File: src/rtl/rf_wr_arbiter.sv
// rf_wr_arbiter: owns the single register-file write port and shares it
// between the core writeback path (requester 0) and a secondary path
// (requester 1). Out of reset it first sweeps zeros into every register,
// because the register array itself has no reset, and only then grants.
// Optional macro RF_STARVE_GUARD_EN: promotes requester 1 after STARVE_LIMIT
// consecutive stalled cycles; without it requester 0 has strict priority.
module rf_wr_arbiter #(
   parameter int ADDR_W       = 5,
   parameter int DATA_W       = 32,
   parameter int NUM_REGS     = 32,
   parameter int STARVE_LIMIT = 4
) (
   input  logic              clk,
   input  logic              rst,
   input  logic              req0_valid,
   input  logic [ADDR_W-1:0] req0_addr,
   input  logic [DATA_W-1:0] req0_data,
   output logic              req0_ready,
   input  logic              req1_valid,
   input  logic [ADDR_W-1:0] req1_addr,
   input  logic [DATA_W-1:0] req1_data,
   output logic              req1_ready,
   output logic              rf_we,
   output logic [ADDR_W-1:0] rf_addr,
   output logic [DATA_W-1:0] rf_wdata,
   output logic              init_done,
   output logic              x0_drop
);

   typedef enum logic {ST_INIT, ST_RUN} state_e;

   localparam logic [ADDR_W-1:0] LAST_PTR = ADDR_W'(NUM_REGS - 1);

   // The sweep pointer wraps exactly onto the register range, so the
   // register count must be a power of two matching the address width.
   if (NUM_REGS != (1 << ADDR_W) || STARVE_LIMIT < 1) begin : g_cfg_check
      $error("rf_wr_arbiter: NUM_REGS must equal 2**ADDR_W and STARVE_LIMIT must be >= 1");
   end

   state_e            state_q, state_d;
   logic [ADDR_W-1:0] init_ptr_q, init_ptr_d;
   logic              rf_we_q, rf_we_d;
   logic [ADDR_W-1:0] rf_addr_q, rf_addr_d;
   logic [DATA_W-1:0] rf_wdata_q, rf_wdata_d;
   logic              init_done_q, init_done_d;
   logic              x0_drop_q, x0_drop_d;

   logic              run;
   logic              xfer0, xfer1;
   logic              xfer;
   logic [ADDR_W-1:0] win_addr;
   logic [DATA_W-1:0] win_data;

   // Async reset forces INIT, so both readies are low during reset.
   assign run = (state_q == ST_RUN);

`ifdef RF_STARVE_GUARD_EN
   localparam int CNT_W = $clog2(STARVE_LIMIT + 1);

   logic [CNT_W-1:0] starve_cnt_q, starve_cnt_d;
   logic             promote;

   assign promote = (starve_cnt_q == CNT_W'(STARVE_LIMIT));

   // Grant: requester 0 first, unless requester 1 has waited long enough.
   always_comb begin
      req0_ready = run && !promote;
      req1_ready = run && (promote || !req0_valid);
   end

   // Count consecutive stalled cycles of a pending requester 1 write.
   always_comb begin
      starve_cnt_d = starve_cnt_q;
      if (run) begin
         if (!req1_valid || xfer1) begin
            starve_cnt_d = '0;
         end else if (!promote) begin
            starve_cnt_d = starve_cnt_q + CNT_W'(1);
         end
      end
   end

   // Starvation counter register.
   always_ff @(posedge clk or posedge rst) begin
      if (rst) begin
         starve_cnt_q <= '0;
      end else begin
         starve_cnt_q <= starve_cnt_d;
      end
   end
`else
   // Grant: strict fixed priority for requester 0.
   always_comb begin
      req0_ready = run;
      req1_ready = run && !req0_valid;
   end
`endif

   assign xfer0 = req0_valid && req0_ready;
   assign xfer1 = req1_valid && req1_ready;
   assign xfer  = xfer0 || xfer1;

   // Select the winning request; the grant logic never accepts both.
   always_comb begin
      // NOTE: every always_comb output gets a default first so no path can
      // leave it unassigned and infer a latch.
      win_addr = req1_addr;
      win_data = req1_data;
      if (xfer0) begin
         win_addr = req0_addr;
         win_data = req0_data;
      end
   end

   // Next-state: clear sweep in INIT, one-cycle-latency writeback in RUN.
   always_comb begin
      state_d     = state_q;
      init_ptr_d  = init_ptr_q;
      rf_we_d     = 1'b0;
      rf_addr_d   = rf_addr_q;
      rf_wdata_d  = rf_wdata_q;
      init_done_d = init_done_q;
      x0_drop_d   = 1'b0;
      case (state_q)
         ST_INIT: begin
            rf_we_d    = 1'b1;
            rf_addr_d  = init_ptr_q;
            rf_wdata_d = '0;
            init_ptr_d = init_ptr_q + ADDR_W'(1);
            if (init_ptr_q == LAST_PTR) begin
               state_d     = ST_RUN;
               init_done_d = 1'b1;
            end
         end
         ST_RUN: begin
            if (xfer) begin
               // x0 is hardwired zero: acknowledge, suppress, flag it.
               if (win_addr == '0) begin
                  x0_drop_d = 1'b1;
               end else begin
                  rf_we_d    = 1'b1;
                  rf_addr_d  = win_addr;
                  rf_wdata_d = win_data;
               end
            end
         end
         default: state_d = ST_INIT;
      endcase
   end

   // State and registered write-port outputs.
   always_ff @(posedge clk or posedge rst) begin
      // NOTE: sequential state uses non-blocking assignments so every flop
      // samples pre-edge values regardless of statement order.
      if (rst) begin
         state_q     <= ST_INIT;
         init_ptr_q  <= '0;
         rf_we_q     <= 1'b0;
         rf_addr_q   <= '0;
         rf_wdata_q  <= '0;
         init_done_q <= 1'b0;
         x0_drop_q   <= 1'b0;
      end else begin
         state_q     <= state_d;
         init_ptr_q  <= init_ptr_d;
         rf_we_q     <= rf_we_d;
         rf_addr_q   <= rf_addr_d;
         rf_wdata_q  <= rf_wdata_d;
         init_done_q <= init_done_d;
         x0_drop_q   <= x0_drop_d;
      end
   end

   assign rf_we     = rf_we_q;
   assign rf_addr   = rf_addr_q;
   assign rf_wdata  = rf_wdata_q;
   assign init_done = init_done_q;
   assign x0_drop   = x0_drop_q;

endmodule

File: config.mk
export PLATFORM = sky130hd
export DESIGN_NAME = rf_wr_arbiter
export DESIGN_NICKNAME = d
export VERILOG_FILES = /design/src/rtl/rf_wr_arbiter.sv
export SDC_FILE = /design/constraint.sdc
export NUM_CORES = 1
export LEC_CHECK = 0
export ABC_CLOCK_PERIOD_IN_PS = 3850
export CORE_MARGIN = 8
export CORE_UTILIZATION = 29
export DETAILED_ROUTE_END_ITERATION = 8
export GPL_ROUTABILITY_DRIVEN = 0
export PLACE_DENSITY = 0.64
export SETUP_SLACK_MARGIN = 0.02
export SYNTH_ARGS = -nofsm -noshare
export SYNTH_HDL_FRONTEND = slang
export SYNTH_SLANG_ARGS = --single-unit
File: constraint.sdc
create_clock -name clk -period 3.85 [get_ports clk]
set_input_delay 1.155 -clock clk [delete_from_list [all_inputs] [get_ports clk]]
set_output_delay 1.155 -clock clk [all_outputs]
set_load 0.01 [all_outputs]
Yosys cells after proc, flatten, opt, wreduce, memory -nomap -nowiden
Cells that the tools add are included. Widths: inputs -> output; s select.

Register bits: 46. Latch bits: 0. Bits in writable memories: 0. Bits in read-only memories: 0. Bits of input ports: 78. Output and inout port bits: 42. Logic and storage cells: 36. Memories kept: 0.

$add $sub $neg: 1. $mul: 0. Div/mod/pow operators: 0. $lt $le $gt $ge: 0. Eq/ne operators: 3. Shift operators: 0. Multiplexer cells: 16. Bitwise gates (word level): 1. Reduce and logical (&&, ||, !) cells: 8.

Operators by type and width (count): $mux 32 (3); $pmux 32 s2 (1); $mux 5 (3); $pmux 5 s2 (1); $mux 1 (7); $add 5x1->5 const B (1); $eq 5x5->1 const B (1); $logic_not 5->1 (1); $reduce_and 2->1 (2); $logic_and 1x1->1 (3); $ne 2x1->1 const B (1); $ne 2x2->1 const B (1); $pmux 1 s2 (1); $logic_not 1->1 (1); $logic_or 1x1->1 (1); $not 1->1 (1).

Depth between registers and ports, before layout
Gate-level depths: netlist of run 1.

Depth after elaboration: 6. Mapped depth: 6.

Least setup slack after synthesis of run 1
Ideal clock, no wire load.

Path type: input to output. Start point: input port req0_valid. End point: output port req1_ready. Data arrival time: 1.687 ns. Setup slack: 1.008 ns. Stages: 3. Buffers on the path: 2. Path through: buf_4 buf_2 nor2_1.

Longest elaborated chain between the ends: 2.

RTL lines: start, declared (RTL line 15) `input logic req0_valid,`; $logic_not 1->1 (RTL line 95) `req1_ready = run && !req0_valid;`; $logic_and 1x1->1 (RTL line 95); end, declared (RTL line 22) `output logic req1_ready,`.

Every way passes these cells.

Final worst setup path of run 1
Same ends and word-level chain as after synthesis.

==> impl_results.md, run 1 <==
* CTS Hold Bufs at 0
* Share of the yosys chip area belonging to registers at 0.4523
* I/O pins at 120
* Syn Area/Cell at 11.62 µm²
* Placed instance area at 3791 µm²
* Accumulated negative setup slack at 0 ps
* Worst setup path startpoint: req0_valid
* Setup slack at placement at just under 700 ps
* Startpoint-to-endpoint class of the critical path: in -> out
* RSZ-0062 raised after global routing: no
* Pre-Repair DR Iteration Count at 4
* Global-route usage over all layers at 0.1282
* Number of setup buffers added after CTS at 0
* Largest cells by area after synthesis: sky130_fd_sc_hd__dfrtp_1 (45%), sky130_fd_sc_hd__a211oi_2 (15%), sky130_fd_sc_hd__mux2i_1 (13%)
* Final design area excluding fillers at about 3900 µm²
* Worst Tran Pin Value at approximately 1000 ps
* Port Buf Inserts at 119
* Fraction of registers with async set/reset at 1.000
* Portion of synthesized cell area occupied by the leading cell type at 0.4523
* Tcrit/Tclk final at 0.8133
* Total number of placement rows at 34
* Cell taking the most area after synthesis: sky130_fd_sc_hd__dfrtp_1
* Master cell of the clock root buffer: sky130_fd_sc_hd__clkbuf_8
* Avg WL per Cell at between 15 and 20 µm
* Worst-path clk slew at approximately 90 ps
* Resize count post-CTS at 0
* Critical path endpoint: req1_ready
* Syn Inst Count at ~220
* Total DRC errors in the routed layout at 0
* DPL Wire Length at 5765 µm
* NumNets Final at 411
* Max Clk Rate at 319.4 MHz
* Synthesized Nets at ~300
* Clk sinks at 46
* Core outline area at 8636 µm²
* Total detailed-routing wirelength at 7845 µm
* Power per standard cell area at 309.0 nW/µm²
* Number of library cell types mapped by synthesis at 33
* Aggregate global routing overflow at 0
* Number of violations of the max-capacitance limit at 0
* Largest net degree at the start of global routing at between 40 and 50
* Leakage at 1.586 nW
* Die boundary height at around 110 µm
* Layout cell share with drive strength beyond 1 at 0.1657
* Initial Util at 0.2947
* Number of cells on the worst hold path at 1
* Worst hold path type: reg -> reg
* FF+latch count, synth at 46
* Crit Reg-Reg Startpoint: req0_ready$_DFF_PP0_
* Final Setup Violations at 0
* Routed Antenna Nets at 0
* Arr. time, crit path at 1980 ps
* Via count at 2139
* Final worst-path setup slack at 718.6 ps
* Maximum level of the CTS H-tree at 2
* Critical path data required time at 2690 ps
* Critical Path End Type: output pin
* Relative max-transition margin at 0.3337
* Setup clock skew after layout at about 8.7 ps
* CTS tree: done
* Clock Path Buffers at 2
* Crit-path max FO at 2
* Synth Flop Type: sky130_fd_sc_hd__dfrtp_1
* Post-route minimum period at around 3100 ps
* Clk Latency, worst-skew pair at 300 ps
* Antenna violations before repair at 0
* Area growth from synthesis to layout at 52.51%
* Max Slew Vio Count at 0
* Count of flip-flops with a built-in enable after synthesis at 0
* Path depth of the worst reg2reg path at 5
* Via count of the first global-routing pass at around 2300
* Commonest cells after routing, fill and taps aside: sky130_fd_sc_hd__clkdlybuf4s50_1 (118), sky130_fd_sc_hd__dfrtp_1 (46), sky130_fd_sc_hd__a21oi_1 (35)
* Die W at between 100 and 150 µm
* DRC violation total after the first TritonRoute iteration at 56
* Minimum setup slack among reg-to-reg paths at about 1800 ps
* Count of synthesis-stage warnings from yosys at 0
* Post-synth design cell area at 2545 µm²
* Die Area at 12030 µm²
* Average vias per placed instance at between 4 and 5
* CTS Buf Count at 5
* Hold violation count in the final report at 0
* Category of the worst setup path launch point: input port
* Status: finished clean
* Antenna cell count at 0
* Endpoint of the most critical register-to-register path: rf_wdata[7]$_DFFE_PP0P_
* Worst supply voltage drop on vdd at approximately 0.00015 V
* Leading cell type in the layout, fill and taps excluded: sky130_fd_sc_hd__clkdlybuf4s50_1
* First-pass GRT wire length at 12090 µm
## layout make-up
type                            instances  area, µm²
Clock buffer                            5      68.82
Clock inverter                          3      21.27
Multi-Input combinational cell        149       1262
Timing Repair Buffer                  124       1224
Sequential cell                        46       1151
Inverter                                5      18.77
Tap cell                              108      135.1
Fill cell                             849       4755
## cell usage after synthesis, types with 2 or more instances
| library cell | n |
|---|---|
| sky130_fd_sc_hd__a31oi_1 | 2 |
| sky130_fd_sc_hd__clkbuf_1 | 7 |
| sky130_fd_sc_hd__a211oi_1 | 2 |
| sky130_fd_sc_hd__a21oi_1 | 35 |
| sky130_fd_sc_hd__nor4_1 | 3 |
| sky130_fd_sc_hd__dfrtp_1 | 46 |
| sky130_fd_sc_hd__nor2b_1 | 2 |
| sky130_fd_sc_hd__a311oi_1 | 3 |
| sky130_fd_sc_hd__nor3_1 | 3 |
| sky130_fd_sc_hd__buf_6 | 4 |
| sky130_fd_sc_hd__a21o_1 | 3 |
| sky130_fd_sc_hd__a22o_1 | 2 |
| sky130_fd_sc_hd__mux2_2 | 2 |
| sky130_fd_sc_hd__a211oi_2 | 31 |
| sky130_fd_sc_hd__xnor2_1 | 3 |
| sky130_fd_sc_hd__nand2_1 | 4 |
| sky130_fd_sc_hd__mux2i_1 | 34 |
| sky130_fd_sc_hd__inv_1 | 4 |
| sky130_fd_sc_hd__buf_2 | 6 |
| sky130_fd_sc_hd__ha_1 | 2 |
| sky130_fd_sc_hd__nor2_1 | 9 |
## how the worst min path moves through the flow
stage	end	from	slack, ps
after floorplan	init_ptr_q[3]$_DFFE_PP0N_	init_ptr_q[3]$_DFFE_PP0N_	460
after global placement	init_done$_DFFE_PP0P_	init_done$_DFFE_PP0P_	450
after detailed placement	init_done$_DFFE_PP0P_	init_done$_DFFE_PP0P_	450
after CTS	init_done$_DFFE_PP0P_	init_done$_DFFE_PP0P_	480
after global routing	init_done$_DFFE_PP0P_	init_done$_DFFE_PP0P_	510
final	init_done$_DFFE_PP0P_	init_done$_DFFE_PP0P_	470
## worst max-delay path: stages
cell,delay [ps]
sky130_fd_sc_hd__buf_2,100
sky130_fd_sc_hd__nor2_1,90
sky130_fd_sc_hd__clkdlybuf4s50_1,620
## sequential cells by signal, indices dropped and copies added, names as in the netlist
name / cells
init_done: 1
init_ptr_q: 5
req0_ready: 1
rf_addr: 5
rf_wdata: 32
rf_we: 1
x0_drop: 1
## per-layer routing
layer  share of wire  up-vias  track usage  wire [µm]
met1            0.40     1016       0.1429       3157
met2            0.48       73       0.2261       3783
met5               0        -            0          0
met4          0.0061        0      0.02025         48
met3            0.11        6      0.05393        855
li1                -     1044            -          -
## power breakdown
part | internal [W] | switching, W | leakage (nW)
Clock | 0.000128 | 0.000171 | 0.0441
Sequential | 0.000528 | 0.0000254 | 0.531
Combinational | 0.000210 | 0.000137 | 1.01
Total | 0.000866 | 0.000334 | 1.59
## logic make-up (layout without fill, tap and decap cells)
logic type	count (synthesis)	after routing	synth area share
adders and majority gates	2	2	0.009831
xor gates and xnor gates	3	3	0.01033
muxes	36	36	0.1426
AOI/OAI and AO/OA	79	79	0.2645
and+or+nand+nor	29	29	0.06883
DFF	46	46	0.4523
buffers and inverters	24	137	0.05162
## per-stage QoR
stage                 util  cells  power [W]  hold slack, ps
floorplan                -    219  0.0007123           460.6
global placement    0.4390    432  0.0009115           454.6
detailed placement  0.4390    432  0.0009173           454.4
CTS                 0.4494    440   0.001224           480.1
global route        0.4494    440   0.001268           508.9
finish              0.4494    440   0.001199           470.7
No activity file was read; power rests on OpenSTA's default activity.
==> inputs of run 2 (changes only) <==
--- a/config.mk
+++ b/config.mk
@@ -5,12 +5,12 @@
 export SDC_FILE = /design/constraint.sdc
 export NUM_CORES = 1
 export LEC_CHECK = 0
-export ABC_CLOCK_PERIOD_IN_PS = 3850
+export ABC_CLOCK_PERIOD_IN_PS = 2700
 export CORE_MARGIN = 8
 export CORE_UTILIZATION = 29
 export DETAILED_ROUTE_END_ITERATION = 8
 export GPL_ROUTABILITY_DRIVEN = 0
-export PLACE_DENSITY = 0.64
+export PLACE_DENSITY = 0.66
 export SETUP_SLACK_MARGIN = 0.02
 export SYNTH_ARGS = -nofsm -noshare
 export SYNTH_HDL_FRONTEND = slang
==> constraint.sdc (replaced) <==
create_clock -name clk -period 2.7 [get_ports clk]
set_input_delay 0.81 -clock clk [delete_from_list [all_inputs] [get_ports clk]]
set_output_delay 0.81 -clock clk [all_outputs]
set_load 0.01 [all_outputs]
==> run 2 against run 1 <==
Clock power is 37% higher. Sequential cell count stayed put. Critical endpoint unchanged. Register-to-register slack worse by 1200 ps. Die area stayed put.
==> impl_results.md, run 2 (synthesis gave the netlist of run 1 again) <==
* Status: finished clean
* Average vias per placed instance at 4.968
* DPL Wire Length at 5908 µm
* Leakage at 1.615 nW
* Total buffers and inverters traversed by the critical path at 2
* Routed Antenna Nets at 0
* Via count at 2206
* Category of the worst setup path launch point: flop
* DRC violation total after the first TritonRoute iteration at 54
* Cell breakdown of the critical path: inv_2, nor2_1, clkdlybuf4s50_1
* Master cell of the clock root buffer: sky130_fd_sc_hd__clkbuf_8
* Post-route minimum period at ~2500 ps
* Final design area excluding fillers at approximately 4000 µm²
* Die W at 109.7 µm
* Setup clock skew after layout at ~4.6 ps
* Max Slew Vio Count at 0
* Maximum level of the CTS H-tree at 2
* Largest net degree at the start of global routing at 44
* Met1 Track Usage GR at 0.1578
* Tcrit/Tclk final at 0.9400
* Area growth from synthesis to layout at 54.72%
* NumNets Final at approximately 420
* Aggregate global routing overflow at 0
* Antenna cell count at 0
* Arr. time, crit path at 1730 ps
* Antenna violations before repair at 0
* Final Setup Violations at 0
* Layout cell share with drive strength beyond 1 at 0.1786
* Port Buf Inserts at 119
* Power per standard cell area at 432.9 nW/µm²
* Via count of the first global-routing pass at 2454
* Global-route usage over all layers at 0.1341
* Die boundary height at 109.7 µm
* Post-layout power at 0.001705 W
* Global routing met2 resource utilization at 0.2295
* Highest cell delay on the worst timing path at about 670 ps
* Minimum hold slack at 464.4 ps
* Leading cell type in the layout, fill and taps excluded: sky130_fd_sc_hd__clkdlybuf4s50_1
* Initial Util at 0.2947
* Hold violation count in the final report at 0
* Relative max-transition margin at 0.3820
* Worst hold path type: reg -> reg
* Core outline area at about 8600 µm²
* Placed instance area at 3841 µm²
* Cell count after placement at between 400 and 500
* Slowest stage cell, crit path: sky130_fd_sc_hd__dfrtp_1
* Critical Path End Type: output pin
* Startpoint-to-endpoint class of the critical path: reg -> out
* Avg WL per Cell at 18.06 µm
* Worst-path clk slew at 80 ps
* Number of violations of the max-capacitance limit at 0
* CTS tree: done
* Pre-Repair DR Iteration Count at 4
* Critical path data required time at ~1900 ps
* Max FFs per register at 32
* Number of fill cells at a little over 800
* Worst Tran Pin Value at 927.0 ps
* Crit-path max FO at 12
* Clk Latency, worst-skew pair at 290 ps
* Worst supply voltage drop on vdd at 0.0001754 V
* Number of setup buffers added after CTS at 0
* Clock Path Buffers at 2
* Total DRC errors in the routed layout at 0
* Global-route layer with the greatest usage: met2
* Total number of placement rows at 34
* First-pass GRT wire length at around 13000 µm
* Delay-heaviest family, CP: flip-flops
* Max Clk Rate at 394.0 MHz
* Clk sinks at between 40 and 50
* GR Util met3 at 0.04396
* Die Area at 12030 µm²
* Commonest cells after routing, fill and taps aside: sky130_fd_sc_hd__clkdlybuf4s50_1 (118), sky130_fd_sc_hd__dfrtp_1 (46), sky130_fd_sc_hd__a21oi_1 (35)
* CTS Buf Count at 5
* Total detailed-routing wirelength at 8019 µm
* RSZ-0062 raised after global routing: no
* CTS Hold Bufs at 0
* I/O pins at between 100 and 150
* Non-filler instance count after layout at between 400 and 500
## run 2: cell count changes in the layout (fill, tap and decap cells not counted), sizes merged
| cell | before | now |
|---|---|---|
| buf | 6 | 11 |
| clkbuf | 5 | 6 |
| a21oi | 36 | 37 |
| clkinvlp | 1 | 0 |
| clkinv | 2 | 0 |
## run 2: final cells by class
type / instances / area, µm² / area share
multi-input combinational: 150 / 1276 / 0.3241
timing repair buffer: 129 / 1274 / 0.3235
sequential: 46 / 1151 / 0.2923
tap: 108 / 135.1 / 0.03432
clock buffer: 6 / 82.58 / 0.02097
inverter: 5 / 18.77 / 0.004766
## run 2: where the power goes
part	switching [W]	internal, W	leakage (nW)
sequential	0.0000346	0.000753	0.531
combinational	0.000203	0.000306	1.04
clock	0.000211	0.000198	0.0431
## run 2: what timing repair did
action / 4_1_cts / 5_1_grt
endpoints found under the setup margin: 2 / 3
pin swaps: 1 / 0
resized for setup: 0 / 1
hold endpoints to repair: 0 / 0
gates cloned: 1 / 0
## run 2: per-stage QoR
step	setup WS (ps)	setup TNS, ps	util
6_report	162.1	0	0.4560
5_1_grt	30.52	0	0.4560
4_1_cts	64.34	0	0.4554
3_5_place_dp	-308.6	-2995	0.4448
3_3_place_gp	-177.0	-2268	0.4448
2_1_floorplan	548.2	0	-
## run 2: per-layer routing
metal  vias to the layer above  part of all wire  wire length [µm]
met3                         8             0.094               753
met5                         -                 0                 0
met2                        84              0.49              3947
li1                       1055                 -                 -
met4                         0             0.010                83
met1                      1059              0.40              3234
## run 2: path summary, 6_finish.rpt
| path | cells past startpoint | slack [ps] | from | endpoint |
|---|---|---|---|---|
| min in group asynchronous | 2 | 860 | rst | rf_wdata[14]$_DFFE_PP0P_ |
| max in group asynchronous | 3 | 1320 | rst | init_ptr_q[3]$_DFFE_PP0N_ |
| max reg2reg | 4 | 510 | req0_ready$_DFF_PP0_ | rf_wdata[2]$_DFFE_PP0P_ |
| max | 3 | 160 | req0_ready$_DFF_PP0_ | req1_ready |
| min reg2reg | 1 | 460 | init_done$_DFFE_PP0P_ | init_done$_DFFE_PP0P_ |
| min | 1 | 460 | init_done$_DFFE_PP0P_ | init_done$_DFFE_PP0P_ |
==> inputs of run 3 (changes only) <==
--- a/config.mk
+++ b/config.mk
@@ -6,11 +6,13 @@
 export NUM_CORES = 1
 export LEC_CHECK = 0
 export ABC_CLOCK_PERIOD_IN_PS = 2700
+export CAP_MARGIN = 30
 export CORE_MARGIN = 8
 export CORE_UTILIZATION = 29
 export DETAILED_ROUTE_END_ITERATION = 8
 export GPL_ROUTABILITY_DRIVEN = 0
 export PLACE_DENSITY = 0.66
+export RECOVER_POWER = 50
 export SETUP_SLACK_MARGIN = 0.02
 export SYNTH_ARGS = -nofsm -noshare
 export SYNTH_HDL_FRONTEND = slang
==> run 3 against run 2 <==
Non-clock buffer count is the same. Die area unchanged. First-iteration DRC count increased by 31%. Critical path depth stayed put. Critical endpoint unchanged. Largest cell class unchanged.
==> impl_results.md, run 3 (synthesis gave the netlist of run 1 again) <==
* Clk sinks at 46
* Max FFs per register at 32
* Hold wc startpoint: init_done$_DFFE_PP0P_
* Total detailed-routing wirelength at between 8000 and 9000 µm
* Minimum setup slack among reg-to-reg paths at 410 ps
* Master cell of the clock root buffer: sky130_fd_sc_hd__clkbuf_8
* Average vias per placed instance at 4.993
* Path depth of the worst reg2reg path at 4
* Switching power of the nets at 0.0004481 W
* Highest cell delay on the worst timing path at 670 ps
* Via count at 2217
* Hold violation count in the final report at 0
* Non-filler instance count after layout at 444
* Setup clock skew after layout at roughly 4.5 ps
* Tcrit/Tclk final at 0.9410
* Total number of placement rows at 34
* Aggregate global routing overflow at 0
* Commonest cells after routing, fill and taps aside: sky130_fd_sc_hd__clkdlybuf4s50_1 (103), sky130_fd_sc_hd__dfrtp_1 (46), sky130_fd_sc_hd__a21oi_1 (35)
* Area growth from synthesis to layout at 54.03%
* Avg WL per Cell at 18.09 µm
* Utilization of the core after routing at 0.4539
* Cell Int Power at around 0.0012 W
* Largest net degree at the start of global routing at 44
* Worst setup path startpoint: req0_ready$_DFF_PP0_
* Antenna cell count at 0
* Net switching fraction of the power at 0.2647
* Relative max-transition margin at 0.1652
* Clk Latency, worst-skew pair at 290 ps
* Total DRC errors in the routed layout at 0
* Cell count after placement at 437
* Crit-path max FO at 12
* Total buffers and inverters traversed by the critical path at 2
* DRC violation total after the first TritonRoute iteration at 71
* Number of violations of the max-capacitance limit at 0
* Final Setup Violations at 0
* RSZ-0062 raised after global routing: no
* Share of power burned in the clock network at 0.242
* Worst Hold End: init_done$_DFFE_PP0P_
* Max Clk Rate at just under 400 MHz
* CTS Buf Count at 5
* Slowest stage cell, crit path: sky130_fd_sc_hd__dfrtp_1
* Core outline area at 8636 µm²
* Layout cell share with drive strength beyond 1 at 0.1756
* Max Slew Vio Count at 0
* CTS tree: done
* Critical path data required time at 1890 ps
* Post-route minimum period at 2541 ps
* Endpoint of the most critical register-to-register path: rf_addr[3]$_DFFE_PP0P_
* Antenna violations before repair at 0
* Die W at 109.7 µm
* Category of the worst setup path launch point: flop
* Die boundary height at 109.7 µm
* Worst supply voltage drop on vdd at approximately 0.00018 V
* Status: finished clean
* Leakage at 1.608 nW
* Number of cells on the worst hold path at 1
* Delay-heaviest family, CP: flip-flops
* Critical Path End Type: output pin
* Worst Tran Pin Value at 1252 ps
* I/O pins at 120
* DPL Wire Length at between 5000 and 6000 µm
* Die Area at around 12000 µm²
* Clock Path Buffers at 2
* Global-route usage over all layers at 0.1341
* Routed Antenna Nets at 0
* Initial Util at 0.2947
* Port Buf Inserts at between 100 and 150
* Via count of the first global-routing pass at about 2500
* Leading cell type in the layout, fill and taps excluded: sky130_fd_sc_hd__clkdlybuf4s50_1
* Minimum hold slack at 464.5 ps
* Combinational Power Share at 0.293
* Worst-path clk slew at 80 ps
* Crit Reg-Reg Startpoint: req0_ready$_DFF_PP0_
* Power per standard cell area at 431.8 nW/µm²
* Cell breakdown of the critical path: inv_2, nor2_1, clkdlybuf4s50_1
* First-pass GRT wire length at around 13000 µm
* Pre-Repair DR Iteration Count at 4
* NumNets Final at around 420
* Arr. time, crit path at between 1500 and 2000 ps
* Maximum level of the CTS H-tree at 2
* Sequential group share of total power at 0.464
* Worst hold path type: reg -> reg
* Startpoint-to-endpoint class of the critical path: reg -> out
-- run 3: cell count changes in the layout (fill, tap and decap cells not counted) --
cell / before / now
sky130_fd_sc_hd__dlygate4sd3_1: 0 / 15
sky130_fd_sc_hd__clkdlybuf4s50_1: 118 / 103
sky130_fd_sc_hd__inv_1: 3 / 4
sky130_fd_sc_hd__clkbuf_2: 0 / 2
sky130_fd_sc_hd__buf_4: 9 / 8
sky130_fd_sc_hd__inv_2: 2 / 1
sky130_fd_sc_hd__buf_12: 1 / 0
-- run 3: worst max-delay path by stage --
stage                                         to  slack, ps  depth (start not counted)
after floorplan                       req1_ready        550                          3
after global placement    rf_addr[4]$_DFFE_PP0P_       -180                          5
after detailed placement  rf_addr[4]$_DFFE_PP0P_       -310                          5
after CTS                 rf_addr[2]$_DFFE_PP0P_         60                          5
after global routing                  req1_ready         30                          3
final                                 req1_ready        160                          3
-- run 3: cell type report --
cell class                 instances  area, µm²
clock buffer                       6      82.58
fill                             808       4716
inverter                           5      18.77
multi-input combinational        150       1276
sequential                        46       1151
tap                              108      135.1
timing repair buffer             129       1256
-- run 3: routing by layer --
| layer | routed length, µm | up-vias | part of all wire | global-route usage |
|---|---|---|---|---|
| li1 | - | 1058 | - | - |
| met1 | 3233 | 1061 | 0.40 | 0.1578 |
| met2 | 3934 | 90 | 0.49 | 0.2295 |
| met3 | 786 | 8 | 0.098 | 0.04396 |
| met4 | 79 | 0 | 0.0098 | 0.03472 |
| met5 | 0 | - | 0 | 0 |
-- run 3: worst register-to-register path, cell delays in order (launching register included) --
cell and delay, ps:
sky130_fd_sc_hd__dfrtp_1 570, sky130_fd_sc_hd__inv_2 130, sky130_fd_sc_hd__clkbuf_2 940, sky130_fd_sc_hd__nor4_1 240, sky130_fd_sc_hd__a311oi_1 310
-- run 3: power by group through the flow --
stage | Sequential (W) | Combinational [W] | Clock [W]
after floorplan | 0.000830 | 0.000186 | 0
after global placement | 0.000799 | 0.000507 | 0
after detailed placement | 0.000800 | 0.000514 | 0
after CTS | 0.000787 | 0.000520 | 0.000431
after global routing | 0.000794 | 0.000537 | 0.000460
final | 0.000786 | 0.000497 | 0.000410
-- run 3: what timing repair did --
| item | CTS | global route |
|---|---|---|
| gates cloned | 1 | 0 |
| endpoints found under the hold margin | 0 | 0 |
| setup endpoints to repair | 2 | 3 |
| hold buffers | 0 | 0 |
| resized for setup | 0 | 1 |
| setup buffers | 0 | 0 |
| pin swaps | 1 | 0 |
-- run 3: stage by stage --
step	setup WS (ps)	cell area [µm²]	setup TNS [ps]	total power [W]
3_5_place_dp	-308.6	3841	-2995	0.001314
6_report	159.2	3920	0	0.001693
3_3_place_gp	-177.0	3841	-2268	0.001306
2_1_floorplan	548.2	2545	0	0.001016
5_1_grt	32.77	3920	0	0.001791
4_1_cts	64.34	3933	0	0.001738
